<file path="src/rtl/sram_port_arbiter.sv">
// Arbitrates the shared image SRAM between video, a writer and a single-word reader.
// Video has priority. A starvation counter forces a writer/reader grant after STARVE_LIMIT waits.
module sram_port_arbiter #(
  parameter int DATA_WIDTH   = 8,
  parameter int ADDR_WIDTH   = 16,
  parameter int STARVE_LIMIT = 15
) (
  input  logic                  clk,
  input  logic                  reset_n,
  input  logic                  vid_req,
  input  logic [ADDR_WIDTH-1:0] vid_addr_a,
  input  logic [ADDR_WIDTH-1:0] vid_addr_b,
  output logic                  vid_gnt,
  output logic                  vid_rvalid,
  output logic [DATA_WIDTH-1:0] vid_data_a,
  output logic [DATA_WIDTH-1:0] vid_data_b,
  input  logic                  wr_req,
  input  logic [ADDR_WIDTH-1:0] wr_addr,
  input  logic [DATA_WIDTH-1:0] wr_data,
  output logic                  wr_gnt,
  input  logic                  rd_req,
  input  logic [ADDR_WIDTH-1:0] rd_addr,
  output logic                  rd_gnt,
  output logic                  rd_rvalid,
  output logic [DATA_WIDTH-1:0] rd_data,
  output logic                  sram_en,
  output logic                  sram_we,
  output logic [ADDR_WIDTH-1:0] sram_addr1,
  output logic [ADDR_WIDTH-1:0] sram_addr2,
  output logic [DATA_WIDTH-1:0] sram_data_i,
  input  logic [DATA_WIDTH-1:0] sram_data_o1,
  input  logic [DATA_WIDTH-1:0] sram_data_o2
);

  localparam logic RR_WR = 1'b0;
  localparam logic RR_RD = 1'b1;

  logic                  rr_ptr_q, rr_ptr_d;
  logic [7:0]            starve_cnt_q, starve_cnt_d;
  logic                  vid_tag_q, rd_tag_q;
  logic [ADDR_WIDTH-1:0] addr1_q, addr2_q;
  logic [DATA_WIDTH-1:0] wdata_q;
  logic [DATA_WIDTH-1:0] data_a_q, data_b_q, rd_data_q;

  logic low_req, pick_rd, starved, low_sel;

  // Grants depend only on requests and registered state, never on SRAM read data.
  always_comb begin
    low_req = wr_req | rd_req;
    pick_rd = rd_req & (~wr_req | (rr_ptr_q == RR_RD));
    starved = low_req & (starve_cnt_q == 8'(STARVE_LIMIT));
    low_sel = low_req & (starved | ~vid_req);
    // NOTE: grants are gated by reset_n so the SRAM is released the instant reset asserts,
    // not at the next clock edge.
    vid_gnt = reset_n & vid_req & ~starved;
    wr_gnt  = reset_n & low_sel & ~pick_rd;
    rd_gnt  = reset_n & low_sel & pick_rd;
  end

  always_comb begin
    starve_cnt_d = starve_cnt_q;
    if (wr_gnt | rd_gnt | ~low_req) starve_cnt_d = 8'd0;
    else if (vid_gnt)               starve_cnt_d = starve_cnt_q + 8'd1;

    rr_ptr_d = rr_ptr_q;
    if (wr_gnt)      rr_ptr_d = RR_RD;
    else if (rd_gnt) rr_ptr_d = RR_WR;
  end

  // Idle address/data lines keep the last driven value to avoid needless toggling.
  always_comb begin
    sram_en     = vid_gnt | wr_gnt | rd_gnt;
    sram_we     = wr_gnt;
    sram_addr1  = addr1_q;
    sram_addr2  = addr2_q;
    sram_data_i = wdata_q;
    if (vid_gnt) begin
      sram_addr1 = vid_addr_a;
      sram_addr2 = vid_addr_b;
    end else if (wr_gnt) begin
      sram_addr1  = wr_addr;
      sram_data_i = wr_data;
    end else if (rd_gnt) begin
      sram_addr1 = rd_addr;
    end
  end

  assign vid_rvalid = vid_tag_q;
  assign rd_rvalid  = rd_tag_q;
  assign vid_data_a = vid_tag_q ? sram_data_o1 : data_a_q;
  assign vid_data_b = vid_tag_q ? sram_data_o2 : data_b_q;
  assign rd_data    = rd_tag_q  ? sram_data_o1 : rd_data_q;

  always_ff @(posedge clk or negedge reset_n) begin
    if (!reset_n) begin
      rr_ptr_q     <= RR_WR;
      starve_cnt_q <= 8'd0;
      vid_tag_q    <= 1'b0;
      rd_tag_q     <= 1'b0;
      addr1_q      <= '0;
      addr2_q      <= '0;
      wdata_q      <= '0;
      data_a_q     <= '0;
      data_b_q     <= '0;
      rd_data_q    <= '0;
    end else begin
      rr_ptr_q     <= rr_ptr_d;
      starve_cnt_q <= starve_cnt_d;
      vid_tag_q    <= vid_gnt;
      rd_tag_q     <= rd_gnt;
      addr1_q      <= sram_addr1;
      addr2_q      <= sram_addr2;
      wdata_q      <= sram_data_i;
      if (vid_tag_q) begin
        data_a_q <= sram_data_o1;
        data_b_q <= sram_data_o2;
      end
      if (rd_tag_q) rd_data_q <= sram_data_o1;
    end
  end

endmodule
</file>
<file path="config.mk">
export PLATFORM = sky130hd
export DESIGN_NAME = sram_port_arbiter
export DESIGN_NICKNAME = d
export VERILOG_FILES = /design/src/rtl/sram_port_arbiter.sv
export SDC_FILE = /design/constraint.sdc
export NUM_CORES = 1
export LEC_CHECK = 0
export BUFFER_PORTS_ARGS = -buffer_cell sky130_fd_sc_hd__buf_2
export CAP_MARGIN = 10
export CORE_MARGIN = 4
export CORE_UTILIZATION = 47
export CTS_BUF_LIST = sky130_fd_sc_hd__clkbuf_2 sky130_fd_sc_hd__clkbuf_4 sky130_fd_sc_hd__clkbuf_8
export CTS_CLUSTER_SIZE = 40
export DETAILED_ROUTE_END_ITERATION = 16
export GPL_TIMING_DRIVEN = 0
export PLACE_DENSITY = 0.83
export SYNTH_ARGS = -nofsm -noshare
export SYNTH_HDL_FRONTEND = slang
export SYNTH_SLANG_ARGS = --single-unit
</file>
<file path="constraint.sdc">
create_clock -name clk -period 3.25 [get_ports clk]
set_clock_uncertainty 0.1 [all_clocks]
set_input_delay 0.65 -clock clk [delete_from_list [all_inputs] [get_ports clk]]
set_output_delay 0.65 -clock clk [all_outputs]
set_load 0.005 [all_outputs]
</file>
# [Word-level counts from Yosys, hierarchy flattened]
# Index checks and enable logic that the tools add are counted.
[word_totals] register_bits=75 inputBits=93 wordCells=47
[classes] reduce_logical=2 mux=13 add_sub_neg=1 n_eq_ne=1 bitwise=20
[op_table] cell="$mux 16" n=4
[op_table] cell="$mux 8" n=7
[op_table] cell="$add 8x1->8 const B" n=1
[op_table] cell="$and 1x1->1" n=8
[op_table] cell="$eq 8x4->1 const B" n=1
[op_table] cell="$or 1x1->1" n=7
[op_table] cell="$not 1->1" n=5
[op_table] cell="$reduce_bool 2->1" n=2
[op_table] cell="$mux 1" n=2

# [Logic depth before layout (Yosys ltp)]
# Gate-level depths: netlist (run 1).
[depth] ltp_word=9 ltp_mapped=8 ltp_nobuf=5

# [Worst setup path before layout (run 1)]
# OpenSTA, ideal clock, no wires.
[synth_timing] path_kind="input-to-output" startpoint="input wr_req" endpoint="output sram_data_i[0]" t_arrival_ps=1951 slack_ps=549 path_stages=5 t_required_ps=2500 path_cell_list="inv_1 -> o21ai_0 -> buf_2 -> nor4b_4 -> mux2_2"
[synth_via] elab_chain_len=8 elab_cells_between_ends=14
[synth_lines] item="from (decl)" line_no="17" text="input logic wr_req,"
[synth_lines] item="$or 1x1->1" line_no="49" text="low_req = wr_req | rd_req;"
[synth_lines] item="$and 1x1->1" line_no="51" text="starved = low_req & (starve_cnt_q == 8'(STARVE_LIMIT));"
[synth_lines] item="$or 1x1->1" line_no="52" text="low_sel = low_req & (starved | ~vid_req);"
[synth_lines] item="$and 1x1->1" line_no="52"
[synth_lines] item="$and 1x1->1" line_no="56" text="wr_gnt = reset_n & low_sel & ~pick_rd;"
[synth_lines] item="$and 1x1->1 (*)" line_no="56"
[synth_lines] item="net sram_we" line_no="27" text="output logic sram_we,"
[synth_lines] item="$mux 8 (*)" line_no="80" text="end else if (wr_gnt) begin"
[synth_lines] item="$mux 8 (*)" line_no="77" text="if (vid_gnt) begin"
[synth_lines] item="to (decl)" line_no="30" text="output logic [DATA_WIDTH-1:0] sram_data_i,"
# Mark *: on every way through the listed nets, which the timed path passes. The rest lies on a longest branch.

# [Final worst setup path (run 1)]
[layout_timing] startpoint="register starve_cnt_q[0]" endpoint="output sram_addr1[0]"
[layout_via] elab_chain_len=9 elab_cells_between_ends=12
[layout_lines] item="from (decl)" line_no="39" text="logic [7:0] starve_cnt_q, starve_cnt_d;"
[layout_lines] item="from (signal assigned)" line_no="108" text="starve_cnt_q <= starve_cnt_d;"
[layout_lines] item="$eq 8x4->1 (*)" line_no="51"
[layout_lines] item="$and 1x1->1 (*)" line_no="51"
[layout_lines] item="$or 1x1->1" line_no="52"
[layout_lines] item="$and 1x1->1" line_no="52"
[layout_lines] item="$and 1x1->1" line_no="56, 57"
[layout_lines] item="$and 1x1->1" line_no="57" text="rd_gnt = reset_n & low_sel & pick_rd;"
[layout_lines] item="$mux 16" line_no="83" text="end else if (rd_gnt) begin"
[layout_lines] item="$mux 16" line_no="80"
[layout_lines] item="$mux 16 (*)" line_no="77"
[layout_lines] item="to (decl)" line_no="28" text="output logic [ADDR_WIDTH-1:0] sram_addr1,"
# Every way passes the cells marked *; elsewhere a longest branch is shown, timed or not.

==> results of run 1 <==
==> flip-flops by register name, summed over array words and instances, names as in the netlist <==
signal / count
addr1_q: 16
data_b_q: 8
data_a_q: 8
rd_data_q: 8
starve_cnt_q: 8
rd_rvalid: 1
vid_rvalid: 1
addr2_q: 16
rr_ptr_q: 1
wdata_q: 8
==> cells in the final DEF, fill, tap and decap left out, drive strengths merged, types with 4 or more instances in the layout <==
cell type	count
buf	176
inv	4
nand2	4
dfrtp	75
a22oi	17
nand3	4
mux2	49
mux2i	16
a21oi	4
nor2	9
clkbuf	16
o21ai	20
==> cell type report <==
class,instances,area share (%)
multi-input combinational,142,27.5
sequential,75,41.8
inverter,4,0.334
clock buffer,10,2.93
tap,77,2.15
buffer,14,1.70
clock inverter,6,2.01
timing repair buffer,172,21.6
==> final timing paths <==
path,end,depth (start not counted),slack [ns],startpoint
worst max register to register,addr2_q[7]$_DFF_PN0_,5,1.15,starve_cnt_q[0]$_DFFE_PN0P_
max in group asynchronous,wdata_q[6]$_DFF_PN0_,2,2.03,reset_n
worst min-delay path,addr1_q[4]$_DFF_PN0_,2,0.14,reset_n
worst min register to register,data_b_q[0]$_DFF_PN0_,1,0.40,data_b_q[0]$_DFF_PN0_
worst max-delay path,sram_addr1[0],7,0.12,starve_cnt_q[0]$_DFFE_PN0P_
min in group clk,data_b_q[0]$_DFF_PN0_,1,0.40,data_b_q[0]$_DFF_PN0_
==> metal layers <==
layer | share of wire, % | vias to the layer above | GRT usage (%)
met1 | 42 | 1256 | 25.9
met3 | 6.4 | 8 | 4.76
met5 | 0 | - | 0
met2 | 50 | 117 | 35.8
li1 | - | 1221 | -
met4 | 0.99 | 0 | 6.25
==> logic make-up after synthesis <==
family          after synthesis
fa+ha+maj                     1
compound gates               43
flops                        75
mux                          65
buf+inv                      19
xor+xnor                      4
simple gates                 29
==> worst register-to-register path, delay by kind of cell (launching register included) <==
kind	cells	cell delay [ns]
AOI/OAI and AO/OA	1	0.26
adders and majority gates	1	0.25
buffers and inverters	1	0.29
DFF	1	0.43
muxes	1	0.37
and+or+nand+nor	1	0.28
==> report_power, final <==
| group | switching (mW) | internal [mW] | total (mW) |
|---|---|---|---|
| Combinational | 0.245 | 0.289 | 0.535 |
| Clock | 0.344 | 0.443 | 0.787 |
| Sequential | 0.0397 | 1.07 | 1.11 |
==> per-stage QoR <==
| stage | setup WS, ns | cell area [um2] |
|---|---|---|
| after floorplan | 0.549 | 3160 |
| after global placement | -1.18 | 4070 |
| after detailed placement | -0.476 | 4100 |
| after CTS | -0.00258 | 4420 |
| after global routing | -0.0158 | 4490 |
| final | 0.122 | 4490 |
==> repair_timing <==
action	4_1_cts	5_1_grt
endpoints found under the setup margin	44	34
hold endpoints to repair	0	9
gates resized for setup	11	15
setup buffers	2	2
gates cloned	2	0
hold buffers	0	2
pin swaps	1	1
==> reports/metrics.yaml, run 1 <==
design_power_total_mw: 2.43
portBuffers: 163
die_w_um: 90.0
required_ns: 2.50
tns_ns: 0
num-fill-cells: 493
synth_most_common_cell: "dfrtp_1"
synth_area_mm2: 0.00316
cp_cell_sequence: "ha_1 -> and3_2 -> a21oi_4 -> or3_1 -> buf_2 -> o21ai_0 -> buf_2"
hold_class: "in2async"
crit_path_top_delay_cell: "dfrtp_1"
synthAdderAreaFrac_pct: 0.396
ys_warn_count: 0
area_delta_synth_final_pct: 42.0
synthXorXnorAreaFrac_pct: 1.11
synthMuxAreaShare_pct: 22.5
rsz0062_at_grt: "true"
critPathKind: "reg2out"
tightest_slew_ns: 0.644
dpl.cell_count: 477
slew_viol_final: 0
whs_ns: 0.142
synth_area_leaders: "dfrtp_1 (59%), mux2_2 (17%), mux2i_1 (5.1%)"
netlist_instances: 236
first_iter_violations: 67
finalCritPeriodShare_pct: 96.2
cts_made_buffers: 9
synth_cell_types: 30
num_io_pins: 164
critPathTopFamily: "simple AND/OR/NAND/NOR gates"
multi_input_area_mm2: 0.00124
via_count: 2602
power_density_mw_per_mm2: 542
core_mm2: 0.00646
synth_top_family_by_area: "multiplexers"
htreeDepth: 3
synth_compound_area_share_pct: 8.55
postRouteAntennaNets: 0
max_freq_mhz: 320
synthSimpleGateAreaFrac_pct: 5.50
ys_ff_latch: 75
drive_above_1_share_pct: 60.0
cpPeakStageDelay_ns: 0.41
track_usage_pct: 20.7
path_clk_slew_ns: 0.08
die_y_um: 90.0
drc: 0
cts.path.max_buffers: 2
rows: 29
final-instance-count-excl-fill: 500
grt-ovfl-total: 0
gp_congestion: 0.821
cts_tree: "yes"
start_kind: "flip-flop"
async_reset_ff_share_pct: 100
ys_seq_area_share_pct: 59.4
synth_common_cells: "dfrtp_1 (75), mux2_2 (49), a22oi_1 (17), mux2i_1 (16), o21ai_0 (16)"
yosysTopAreaCellShare_pct: 59.4
status: "complete, no violations"
avgSynthCellArea_um2: 13.4
cpMostUsedCell: "buf_2"
endpoint_kind: "output pin"
cts_sinks: 75
first_global_vias: 2751
clockRootBuffer: "clkbuf_8"
finalWirelength_mm: 8.39
num-nets-final: 512
die_area_mm2: 0.00810
relSlewSlack_pct: 56.6
final-setup-viol-count: 0
final_util_pct: 69.5
dr.pass1.iters: 5
antennaDiodeCount: 0
via_per_inst: 5.20
dominantRegCellSynth: "dfrtp_1"
syn_nets: 330
synth_edf_count: 0
hold_violations: 0
critical_path_buf_inv_count: 2
routedWlPerCell_um: 16.8
maxCapViolations: 0
worstPathArrival_ns: 2.38
seqCellArea_mm2: 0.00188
ir_drop_v: 0.000271
grt_max_degree: 34
hpwl_mm: 6.12
antenna_found_initial: 0
fin_crit_ns: 3.13
critPathMaxFanout: 9
clk_latency_ns: 0.33
start_util_pct: 49.0
yosysTopAreaCell: "dfrtp_1"
grt_first_pass_wirelength_mm: 13.6
p_leak_nw: 2.28
(Power assumes the default switching activity.)
==> inputs of run 2 (changes only) <==
- CELL_PAD_IN_SITES_DETAIL_PLACEMENT: unset -> 0
- CELL_PAD_IN_SITES_GLOBAL_PLACEMENT: unset -> 1
- CORE_UTILIZATION: 47 -> 35
- PLACE_DENSITY: 0.83 -> unset
- PLACE_DENSITY_LB_ADDON: unset -> 0.1
==> run 2 against run 1 <==
Final cell count rose by 6.0%. Maximum frequency rose by 0.64%. Via count fell by 1.5%. Flip-flop and latch count did not move. Wire length fell by 0.80%. Worst setup slack improved by 0.020 ns. Design area fell by 0.42%.
==> reports/metrics.yaml, run 2 (synthesis gave the netlist of run 1 again) <==
status: "complete, no violations"
clockRootBuffer: "clkbuf_8"
antennaDiodeCount: 0  # unchanged
final_util_pct: 51.0  # -18 points
dr.pass1.iters: 4  # -1
clk_latency_ns: 0.34  # about the same
endpoint_kind: "output pin"
gp_congestion: 0.757  # -7.8%
final-setup-viol-count: 0  # unchanged
slew_viol_final: 0  # unchanged
hold_violations: 0  # unchanged
power_density_mw_per_mm2: 543  # about the same
htreeDepth: 3  # unchanged
cts_made_buffers: 9  # unchanged
fin_crit_ns: 3.11  # -0.0200 ns
layout_common_cells: "buf_2 (166), dfrtp_1 (74), mux2_2 (49)"
cpMostUsedCell: "buf_2"
num_io_pins: 164  # unchanged
portBuffers: 163  # unchanged
grt_max_degree: 59  # +74%
cp_cell_sequence: "ha_1 -> and3_4 -> a21oi_4 -> or3_1 -> buf_2 -> clkbuf_4 -> o21ai_0 -> buf_2"
grt_first_pass_wirelength_mm: 12.4  # -8.9%
cpPeakStageDelay_ns: 0.40  # about the same
worstPathArrival_ns: 2.36  # -0.02 ns
crit_path_top_delay_cell: "dfrtp_1"
start_kind: "flip-flop"
die_area_mm2: 0.0106  # +31%
critPathMaxFanout: 10  # +1
tightest_slew_ns: 0.611  # -0.0330 ns
required_ns: 2.50  # about the same
via_count: 2562  # -1.5%
drive_above_1_share_pct: 59.5  # -0.57 points
hold_class: "in2async"
track_usage_pct: 15.3  # -5.4 points
hpwl_mm: 6.22  # +1.6%
fin_area_mm2: 0.00447  # -0.42%
first_iter_violations: 52  # -22%
cts_sinks: 75  # unchanged
area_delta_synth_final_pct: 41.4
die_w_um: 103  # +14%
num-nets-final: 511  # -0.20%
relSlewSlack_pct: 58.8  # +2.2 points
cts_tree: "yes"
antenna_found_initial: 0  # unchanged
critPathKind: "reg2out"
via_per_inst: 4.83  # -7.1%
reg_top3: "addr1_q x16, addr2_q x16"
final_common_cell: "buf_2"
path_clk_slew_ns: 0.09  # about the same
p_leak_nw: 2.24  # -1.7%
core_mm2: 0.00876  # +36%
start_util_pct: 36.1  # -13 points
drc: 0  # unchanged
maxCapViolations: 0  # unchanged
finalCritPeriodShare_pct: 95.6  # -0.62 points
postRouteAntennaNets: 0  # unchanged
grt-ovfl-total: 0  # unchanged
finalWirelength_mm: 8.32  # -0.80%
dpl_cell_area_mm2: 0.00414  # +0.94%
cts.path.max_buffers: 2  # unchanged
first_global_vias: 2474  # -10%
routedWlPerCell_um: 15.7  # -6.4%
ir_drop_v: 0.000243  # -10%
die_y_um: 103  # +14%
rows: 34  # +17%
max_freq_mhz: 322  # +0.64%
r2r_slack_ns: 1.20  # +0.05 ns
num-fill-cells: 827  # +68%
run 2: cell count changes in the layout (fill, tap and decap cells not counted), sizes merged:
cell / delta
buf: -3
bufbuf: -2
clkbuf: +1
clkinv: -1
dlygate4sd3: +2
inv: +2
run 2: power breakdown:
group          switching, mW  total, mW  internal (mW)  leakage [nW]
Combinational          0.238      0.518          0.279          1.22
Sequential            0.0368       1.11           1.07         0.910
Clock                  0.360      0.798          0.438         0.110
run 2: final cells by class:
| class | instances | area [um2] | share of cell area (%) |
|---|---|---|---|
| Inverter | 4 | 15.0 | 0.336 |
| Sequential cell | 75 | 1880 | 42.0 |
| Timing Repair Buffer | 171 | 916 | 20.5 |
| Buffer | 14 | 72.6 | 1.62 |
| Tap cell | 108 | 135 | 3.02 |
| Clock inverter | 7 | 98.8 | 2.21 |
| Multi-Input combinational cell | 142 | 1230 | 27.6 |
| Clock buffer | 9 | 124 | 2.77 |
run 2: layer usage:
| layer | part of all wire, % | vias up | global-route usage (%) |
|---|---|---|---|
| met5 | 0 | - | 0 |
| met4 | 1.4 | 0 | 5.78 |
| met3 | 7.6 | 10 | 4.19 |
| met2 | 49 | 94 | 24.9 |
| met1 | 42 | 1248 | 19.5 |
| li1 | - | 1210 | - |
run 2: critical path: cells and delay by family, from the launching register on:
kind                       cells  cell delay (ns)
DFF                            1             0.40
and+or+nand+nor                2             0.56
buffers and inverters          3             0.56
AOI/OAI and AO/OA              2             0.30
adders and majority gates      1             0.21
run 2: final timing paths:
| kind | startpoint | end | depth (start not counted) |
|---|---|---|---|
| worst min register to register | wdata_q[4]$_DFF_PN0_ | wdata_q[4]$_DFF_PN0_ | 1 |
| worst max register to register | starve_cnt_q[1]$_DFFE_PN0P_ | addr1_q[9]$_DFF_PN0_ | 7 |
| max in group asynchronous | reset_n | starve_cnt_q[0]$_DFFE_PN0P_ | 2 |
| min in group clk | wdata_q[4]$_DFF_PN0_ | wdata_q[4]$_DFF_PN0_ | 1 |
| worst max-delay path | starve_cnt_q[1]$_DFFE_PN0P_ | sram_addr1[9] | 8 |
| worst min-delay path | reset_n | addr2_q[3]$_DFF_PN0_ | 2 |
run 2: per-stage QoR:
stage               setup WS [ns]  instances  total power, mW   TNS, ns  hold slack (ns)
detailed placement         -0.269        508             1.65     -5.63            0.381
CTS                       0.00205        524             2.46         0           0.0169
floorplan                   0.549        236             1.37         0            0.254
finish                      0.142        530             2.43         0            0.194
global route             -0.00152        530             2.58  -0.00152            0.200
global placement            -1.31        507             1.63    -74.64            0.376
run 2: what timing repair did:
action                                  in CTS  in global routing
resized for setup                            8                 14
endpoints found under the setup margin      38                 23
buffers inserted                             1                  2
hold buffers                                 0                  4
endpoints found under the hold margin        0                  3
pin swaps                                    1                  1
==> inputs of run 3 (changes only) <==
- PLACE_DENSITY: unset -> 0.82
- PLACE_DENSITY_LB_ADDON: 0.1 -> unset
- REMOVE_ABC_BUFFERS: unset -> 1
==> run 3 against run 2 <==
Sequential power about the same. Register-to-register slack got worse by 0.07 ns. Total power fell by 0.13%. Die area did not move. Final cell count decreased by 2.5%. Worst setup slack better by 0.012 ns. Global-route usage down 0.26 points. Non-clock buffer count fell by 13. Wire length shrank 0.75%. Critical path type unchanged.
==> reports/metrics.yaml, run 3 (synthesis gave the netlist of run 1 again) <==
status: "complete, no violations"
endpoint_kind: "output pin"
grt_first_pass_wirelength_mm: 12.3  # -0.50%
relSlewSlack_pct: 47.2  # -12 points
die_y_um: 103  # unchanged
final-setup-viol-count: 0  # unchanged
r2r_slack_ns: 1.13  # -0.07 ns
p_sw_uw: 622  # -2.1%
internal_power_mw: 1.80  # +0.55%
tightest_slew_ns: 0.791  # +0.180 ns
seq_power_share_pct: 46.2  # +0.4 points
cpPeakStageDelay_ns: 0.42  # +0.02 ns
power_density_mw_per_mm2: 544  # +0.24%
start_util_pct: 36.1  # unchanged
rsz0062_at_grt: "false"
track_usage_pct: 15.1  # -0.26 points
required_ns: 2.50  # about the same
cts_made_buffers: 9  # unchanged
num_io_pins: 164  # unchanged
die_area_mm2: 0.0106  # unchanged
postRouteAntennaNets: 0  # unchanged
multi_input_area_mm2: 0.00123  # -0.51%
antenna_found_initial: 0  # unchanged
fin_crit_ns: 3.10  # -0.0118 ns
clockPowerShare_pct: 32.4  # -0.5 points
antennaDiodeCount: 0  # unchanged
layout_common_cells: "buf_2 (162), dfrtp_1 (75), mux2_2 (49)"
drive_above_1_share_pct: 60.1  # +0.67 points
final_util_pct: 50.8  # -0.19 points
num-fill-cells: 815  # -1.5%
p_sw_share_pct: 25.7  # -0.50 points
via_count: 2517  # -1.8%
slew_viol_final: 0  # unchanged
comb_power_share_pct: 21.5  # +0.2 points
tns_ns: 0  # unchanged
ir_drop_v: 0.000183  # -25%
cts_tree: "yes"
reg_top3: "addr1_q x16, addr2_q x16"
routedWlPerCell_um: 16.0  # +1.8%
grt_max_degree: 51  # -14%
cts_sinks: 75  # unchanged
clk_latency_ns: 0.33  # about the same
via_per_inst: 4.87  # +0.71%
gp_congestion: 0.760  # +0.45%
critPathKind: "reg2out"
portBuffers: 163  # unchanged
hpwl_mm: 6.31  # +1.5%
drc: 0  # unchanged
critical_path_buf_inv_count: 2  # -1
top_usage_layer: "met2"
use_met3_pct: 4.40  # +0.20 points
start_kind: "flip-flop"
cts.path.max_buffers: 2  # unchanged
design_power_total_mw: 2.42  # -0.13%
first_iter_violations: 88  # +69%
core_mm2: 0.00876  # unchanged
seqCellArea_mm2: 0.00188  # about the same
grtUsageMet1_pct: 18.4  # -1.1 points
critPathTopFamily: "simple AND/OR/NAND/NOR gates"
max_freq_mhz: 323  # +0.38%
path_clk_slew_ns: 0.09  # about the same
maxCapViolations: 0  # unchanged
rows: 34  # unchanged
area_delta_synth_final_pct: 40.9
hold_violations: 0  # unchanged
htreeDepth: 3  # unchanged
num-nets-final: 498  # -2.5%
dr.pass1.iters: 4  # unchanged
worstPathArrival_ns: 2.35  # about the same
critPathMaxFanout: 9  # -1
crit_path_top_delay_cell: "dfrtp_1"
die_w_um: 103  # unchanged
final_common_cell: "buf_2"
hold_class: "in2async"
grt-ovfl-total: 0  # unchanged
cp_cell_sequence: "ha_1 -> and3_2 -> a21oi_2 -> nor4b_4 -> buf_4 -> mux2_2 -> buf_2"
p_leak_nw: 2.22  # -0.72%
clockRootBuffer: "clkbuf_8"
finalCritPeriodShare_pct: 95.3  # -0.36 points
met2_usage_pct: 25.9  # +0.99 points
first_global_vias: 2526  # +2.1%
finalWirelength_mm: 8.26  # -0.75%
==> run 3: layout make-up <==
type | count | share of cell area [%]
Clock buffer | 10 | 2.95
Clock inverter | 6 | 1.99
Inverter | 4 | 0.337
Multi-Input combinational cell | 142 | 27.5
Sequential cell | 75 | 42.1
Tap cell | 108 | 3.03
Timing Repair Buffer | 172 | 22.0
==> run 3: path summary, 6_finish.rpt <==
path,start,to,cells after the start
max reg2reg,starve_cnt_q[0]$_DFFE_PN0P_,rr_ptr_q$_DFFE_PN0P_,5
max in group asynchronous,reset_n,rr_ptr_q$_DFFE_PN0P_,2
min in group clk,data_b_q[0]$_DFF_PN0_,data_b_q[0]$_DFF_PN0_,1
max,starve_cnt_q[0]$_DFFE_PN0P_,sram_data_i[4],7
min,reset_n,addr1_q[0]$_DFF_PN0_,1
min reg2reg,data_b_q[0]$_DFF_PN0_,data_b_q[0]$_DFF_PN0_,1
==> run 3: per-stage QoR <==
stage | area (um2) | setup WS [ns] | std cells | hold WS [ns]
final | 4460 | 0.154 | 517 | 0.111
after global routing | 4460 | 0.0256 | 517 | 0.117
after CTS | 4410 | 0.0478 | 514 | 0.0880
after detailed placement | 4150 | -0.324 | 495 | 0.382
after global placement | 4050 | -2.32 | 492 | 0.378
after floorplan | 3100 | -1.12 | 221 | 0.254
==> run 3: per-layer routing <==
metal,wire length [um],part of all wire [%],vias to the layer above
met5,0,0,-
met4,99,1.2,0
met3,596,7.2,10
met2,4260,52,93
met1,3300,40,1233
li1,-,-,1181
==> run 3: what timing repair did <==
item,CTS,global route
hold buffers,0,0
cloned,0,1
pin swaps,1,1
setup endpoints to repair,41,25
resized for setup,2,2
buffers inserted,3,2
==> run 3: power groups by stage <==
| stage | registers, mW | logic [mW] | clock network (mW) |
|---|---|---|---|
| final | 1.12 | 0.520 | 0.785 |
| after global placement | 1.13 | 0.498 | 0 |
| after detailed placement | 1.14 | 0.523 | 0 |
| after CTS | 1.12 | 0.530 | 0.816 |
| after floorplan | 1.12 | 0.248 | 0 |
| after global routing | 1.13 | 0.578 | 0.851 |
